### src/rtl/voice_tick_sched.sv
// Per-sample voice scheduler: on each tick, walks the enabled voices in index order
// and hands each one to the shared sample generator through a req/ack handshake.
module voice_tick_sched #(
  parameter int NUM_VOICES = 4,
  parameter int VIDX_W     = 2,
  parameter int TIMEOUT    = 16
) (
  input  logic                  clk,
  input  logic                  nrst,
  input  logic                  tick,
  input  logic [NUM_VOICES-1:0] voice_en,
  output logic                  gen_req,
  output logic [VIDX_W-1:0]     gen_voice,
  input  logic                  gen_ack,
  output logic                  busy,
  output logic                  frame_done,
  output logic                  overrun,
  output logic                  timeout_err,
  input  logic                  clr_err
);

  localparam int TCNT_W = $clog2(TIMEOUT);
  localparam logic [TCNT_W-1:0] TCNT_MAX = TCNT_W'(TIMEOUT - 1);
  localparam logic [VIDX_W-1:0] IDX_LAST = VIDX_W'(NUM_VOICES - 1);

  typedef enum logic [1:0] {
    IDLE = 2'd0,
    SCAN = 2'd1,
    REQ  = 2'd2,
    DONE = 2'd3
  } state_t;

  state_t                  state, state_n;
  logic [VIDX_W-1:0]       idx, idx_n;
  logic [NUM_VOICES-1:0]   en_snap, en_snap_n;
  logic [TCNT_W-1:0]       tcnt, tcnt_n;
  logic                    overrun_n, timeout_err_n;
  logic                    leave;
  logic                    last;

  always_ff @(posedge clk) begin
    if (!nrst) begin
      state       <= IDLE;
      idx         <= '0;
      en_snap     <= '0;
      tcnt        <= '0;
      overrun     <= 1'b0;
      timeout_err <= 1'b0;
    end else begin
      state       <= state_n;
      idx         <= idx_n;
      en_snap     <= en_snap_n;
      tcnt        <= tcnt_n;
      overrun     <= overrun_n;
      timeout_err <= timeout_err_n;
    end
  end

  assign last = (idx == IDX_LAST);

  always_comb begin
    state_n       = state;
    idx_n         = idx;
    en_snap_n     = en_snap;
    tcnt_n        = tcnt;
    leave         = 1'b0;
    overrun_n     = clr_err ? 1'b0 : overrun;
    timeout_err_n = clr_err ? 1'b0 : timeout_err;

    // A tick outside IDLE is dropped; setting beats a simultaneous clear.
    if (tick && (state != IDLE)) overrun_n = 1'b1;

    case (state)
      IDLE: begin
        if (tick) begin
          en_snap_n = voice_en;
          idx_n     = '0;
          state_n   = SCAN;
        end
      end
      SCAN: begin
        if (en_snap[idx]) begin
          state_n = REQ;
          tcnt_n  = '0;
        end else if (last) begin
          state_n = DONE;
        end else begin
          idx_n = idx + VIDX_W'(1);
        end
      end
      REQ: begin
        if (gen_ack) begin
          leave = 1'b1;
        end else if (tcnt == TCNT_MAX) begin
          timeout_err_n = 1'b1;
          leave         = 1'b1;
        end else begin
          tcnt_n = tcnt + TCNT_W'(1);
        end
        // A timed-out voice counts as serviced, so the frame always moves on.
        if (leave) begin
          if (last) begin
            state_n = DONE;
          end else begin
            idx_n   = idx + VIDX_W'(1);
            state_n = SCAN;
          end
        end
      end
      DONE:    state_n = IDLE;
      default: state_n = IDLE;
    endcase
  end

  assign gen_req    = (state == REQ);
  assign gen_voice  = gen_req ? idx : '0;
  assign busy       = (state != IDLE);
  assign frame_done = (state == DONE);

endmodule

### config.mk
export PLATFORM = sky130hd
export DESIGN_NAME = voice_tick_sched
export DESIGN_NICKNAME = d
export VERILOG_FILES = /design/src/rtl/voice_tick_sched.sv
export SDC_FILE = /design/constraint.sdc
export NUM_CORES = 1
export LEC_CHECK = 0
export BUFFER_PORTS_ARGS = -buffer_cell sky130_fd_sc_hd__buf_2
export CAP_MARGIN = 20
export CELL_PAD_IN_SITES_DETAIL_PLACEMENT = 1
export CELL_PAD_IN_SITES_GLOBAL_PLACEMENT = 2
export CORE_UTILIZATION = 31
export DETAILED_ROUTE_END_ITERATION = 10
export PLACE_DENSITY_LB_ADDON = 0.1
export SKIP_CTS_REPAIR_TIMING = 1
export SYNTH_ARGS = -nofsm -noshare
export SYNTH_HDL_FRONTEND = slang
export SYNTH_SLANG_ARGS = --single-unit
export TNS_END_PERCENT = 20
### constraint.sdc
create_clock -name clk -period 2.3 [get_ports clk]
set_input_delay 0.345 -clock clk [delete_from_list [all_inputs] [get_ports clk]]
set_output_delay 0.345 -clock clk [all_outputs]
set_load 0.02 [all_outputs]
==> impl_metrics.py <==
metrics = {
    "cts": {
        "cts_made_buffers": 3,
        "htree_num_levels": 1,
        "path_clk_slew_ns": 0.09,
        "clock_latency_ns": 0.28,
        "cts_tree": "built",
        "cts_num_sinks": 14,
        "clock-root-buffer": "clkbuf_4",
        "cts_buffer_depth": 2,
    },
    "placement": {
        "post-place-ws_ns": 0.350,
        "portBuffers": 15,
        "dp_hpwl_um": 1520,
        "gp_congestion": 0.673,
        "place_inst": 136,
    },
    "synth": {
        "ys_seq_area_share_pct": 34.1,
        "ys_types": 31,
        "netlist_area_um2": 822,
        "netlist.area_leader.share_pct": 34.1,
        "synth-seq-cells": 14,
        "synthesis.instances": 92,
        "yosys_warnings": 0,
        "syn-num-nets": 108,
        "yosysTopAreaCell": "dfxtp_1",
        "ys_top_cells_by_area": "dfxtp_1 34%, ha_1 11%, nand2_1 5.9%",
        "avgSynthCellArea_um2": 8.94,
    },
    "timing": {
        "max_freq_mhz": 513,
        "worst_pin_slew_ns": 0.442,
        "hold_ws_ns": 0.304,
        "finalHoldViolCount": 0,
        "drv_slew": 0,
        "max-slew-margin-rel_pct": 70.4,
        "rsz0062_at_grt": "false",
        "post-route-min-period_ns": 1.95,
        "setup-violations-final": 0,
        "final.period_utilization_pct": 84.8,
        "finalClockSkew_ns": 0.00551,
        "setup_slack_ns": 0.350,
        "setup_tns_ns": 0,
    },
    "global_routing": {
        "antenna_found_initial": 0,
        "grt_pass1_vias": 693,
        "grtUsageTotal_pct": 15.6,
        "grt_max_degree": 13,
        "grt_first_pass_wirelength_um": 3110,
        "overflow": 0,
    },
    "hold_path": {
        "hp-class": "in2reg",
        "hold_depth": 3,
    },
    "floorplan": {
        "start_util_pct": 32.9,
        "num_rows": 18,
        "dieArea_mm2": 0.00286,
        "io_pins": 16,
        "die_y_um": 53.5,
        "fp.dieW_um": 53.5,
        "core_mm2": 0.00250,
    },
    "finish": {
        "num-nets-final": 127,
        "stdcell_count": 140,
        "final_cell_mix": "15 x buf_2, 14 x dfxtp_1, 13 x nand2_1",
        "synthToLayoutAreaGrowth_pct": 17.7,
        "insertedDiodeCount": 0,
        "multi_input_area_um2": 512,
        "drive_gt1_share_pct": 22.7,
        "final-seq-area_um2": 280,
        "fill_cells": 306,
        "final_common_cell": "buf_2",
    },
    "worst_setup_path": {
        "critPathMaxFanout": 9,
        "startpoint_type": "register",
        "crit_path_top_delay_cell": "dfxtp_1",
        "path_class": "reg2reg",
        "crit_chain": "inv_1 > ha_1 > nor2b_1 > a2bb2oi_1 > and4_1 > mux2i_1",
        "rr_worst_depth": 6,
        "arrival_ns": 2.17,
        "critical_path_depth": 6,
        "cp_num_buf_inv": 1,
        "cp.required_ns": 2.52,
        "end_kind": "register",
        "crit_path_max_incr_delay_ns": 0.39,
        "cp_top_family": "simple AND/OR/NAND/NOR gates",
    },
    "detailed_routing": {
        "drc": 0,
        "postRouteAntennaNets": 0,
        "drt-pass1-iter-count": 4,
        "drtIter0Drc": 18,
        "detail_route.vias_per_cell": 5.23,
        "routed_wl_um": 2000,
        "vias": 732,
        "wl_per_cell_um": 14.3,
    },
    "outcome": {
        "status": "completed",
    },
    "job": {
        "drv_cap": 0,
    },
    "power": {
        "ir_drop_mv": 0.429,
        "power_mw": 0.957,
        "leakagePower_nw": 0.398,
        "cellPowerDensity_mw_per_mm2": 990,
    },
}
## report_power, final
part / switching, mW / total (mW) / internal [mW]
combinational: 0.252 / 0.449 / 0.197
clock: 0.0860 / 0.182 / 0.0964
sequential: 0.0437 / 0.326 / 0.282
## path summary, 6_finish.rpt
| path | to | startpoint | slack, ns |
|---|---|---|---|
| min reg2reg | en_snap[0] | en_snap[0] | 0.47 |
| max | idx[0] | state[0] | 0.35 |
| max reg2reg | idx[0] | state[0] | 0.35 |
| min | en_snap[1] | voice_en[1] | 0.30 |
## Yosys cell counts
| library cell | count |
|---|---|
| a211oi_2 | 1 |
| a21oi_1 | 5 |
| a22oi_1 | 1 |
| a2bb2oi_1 | 1 |
| a32o_1 | 3 |
| and2_1 | 2 |
| and2_2 | 1 |
| and4_1 | 1 |
| and4b_4 | 1 |
| clkbuf_1 | 1 |
| clkinv_1 | 1 |
| dfxtp_1 | 14 |
| ha_1 | 7 |
| inv_1 | 6 |
| mux2_2 | 1 |
| mux2_4 | 1 |
| mux2i_1 | 4 |
| nand2_1 | 13 |
| nand2b_1 | 2 |
| nand3_1 | 9 |
| nand3b_1 | 1 |
| nor2_1 | 2 |
| nor2b_1 | 2 |
| nor3_1 | 2 |
| nor4_1 | 1 |
| o211ai_1 | 2 |
| o21a_1 | 2 |
| o221ai_1 | 2 |
| o22a_4 | 1 |
| o32a_1 | 1 |
| or3_1 | 1 |
## flip-flops by register name (all words and copies together) (netlist names)
name         count
en_snap          4
tcnt             4
idx              2
state            2
overrun          1
timeout_err      1
## metrics by stage
step           util (%)  area [µm²]
2_1_floorplan         -         822
6_report           38.7         967
5_1_grt            38.7         967
3_5_place_dp       37.2         931
3_3_place_gp       37.2         931
4_1_cts            38.7         967
## logic make-up after synthesis
kind of cell	Yosys count	share of synthesized area (%)
buffers and inverters	8	3.65
flip-flops	14	34.1
AND/OR/NAND/NOR	38	24.2
AO/OA/AOI/OAI	19	19.3
adder cells (fa/ha/maj)	7	10.7
multiplexers	6	8.07
## cell type report
cell class                 instances  area share, %
inverter                           7           2.72
tap                               30           3.88
timing repair buffer              15           7.76
sequential                        14           29.0
clock buffer                       4           3.75
multi-input combinational         70           52.9
## layer usage
layer  vias up  routed length (µm)  GRT usage [%]
li1        374                   -              -
met1       340                1000           19.3
met2        16                 876           24.0
met3         2                  99           6.32
met4         0                  20           5.26
met5         -                   0              0
## worst reg2reg max path, stage by stage (launching register included)
cell and delay, ns:
dfxtp_1 0.39, inv_1 0.13, ha_1 0.32, nor2b_1 0.18, a2bb2oi_1 0.36, and4_1 0.32
mux2i_1 0.19
(Power assumes the default switching activity.)
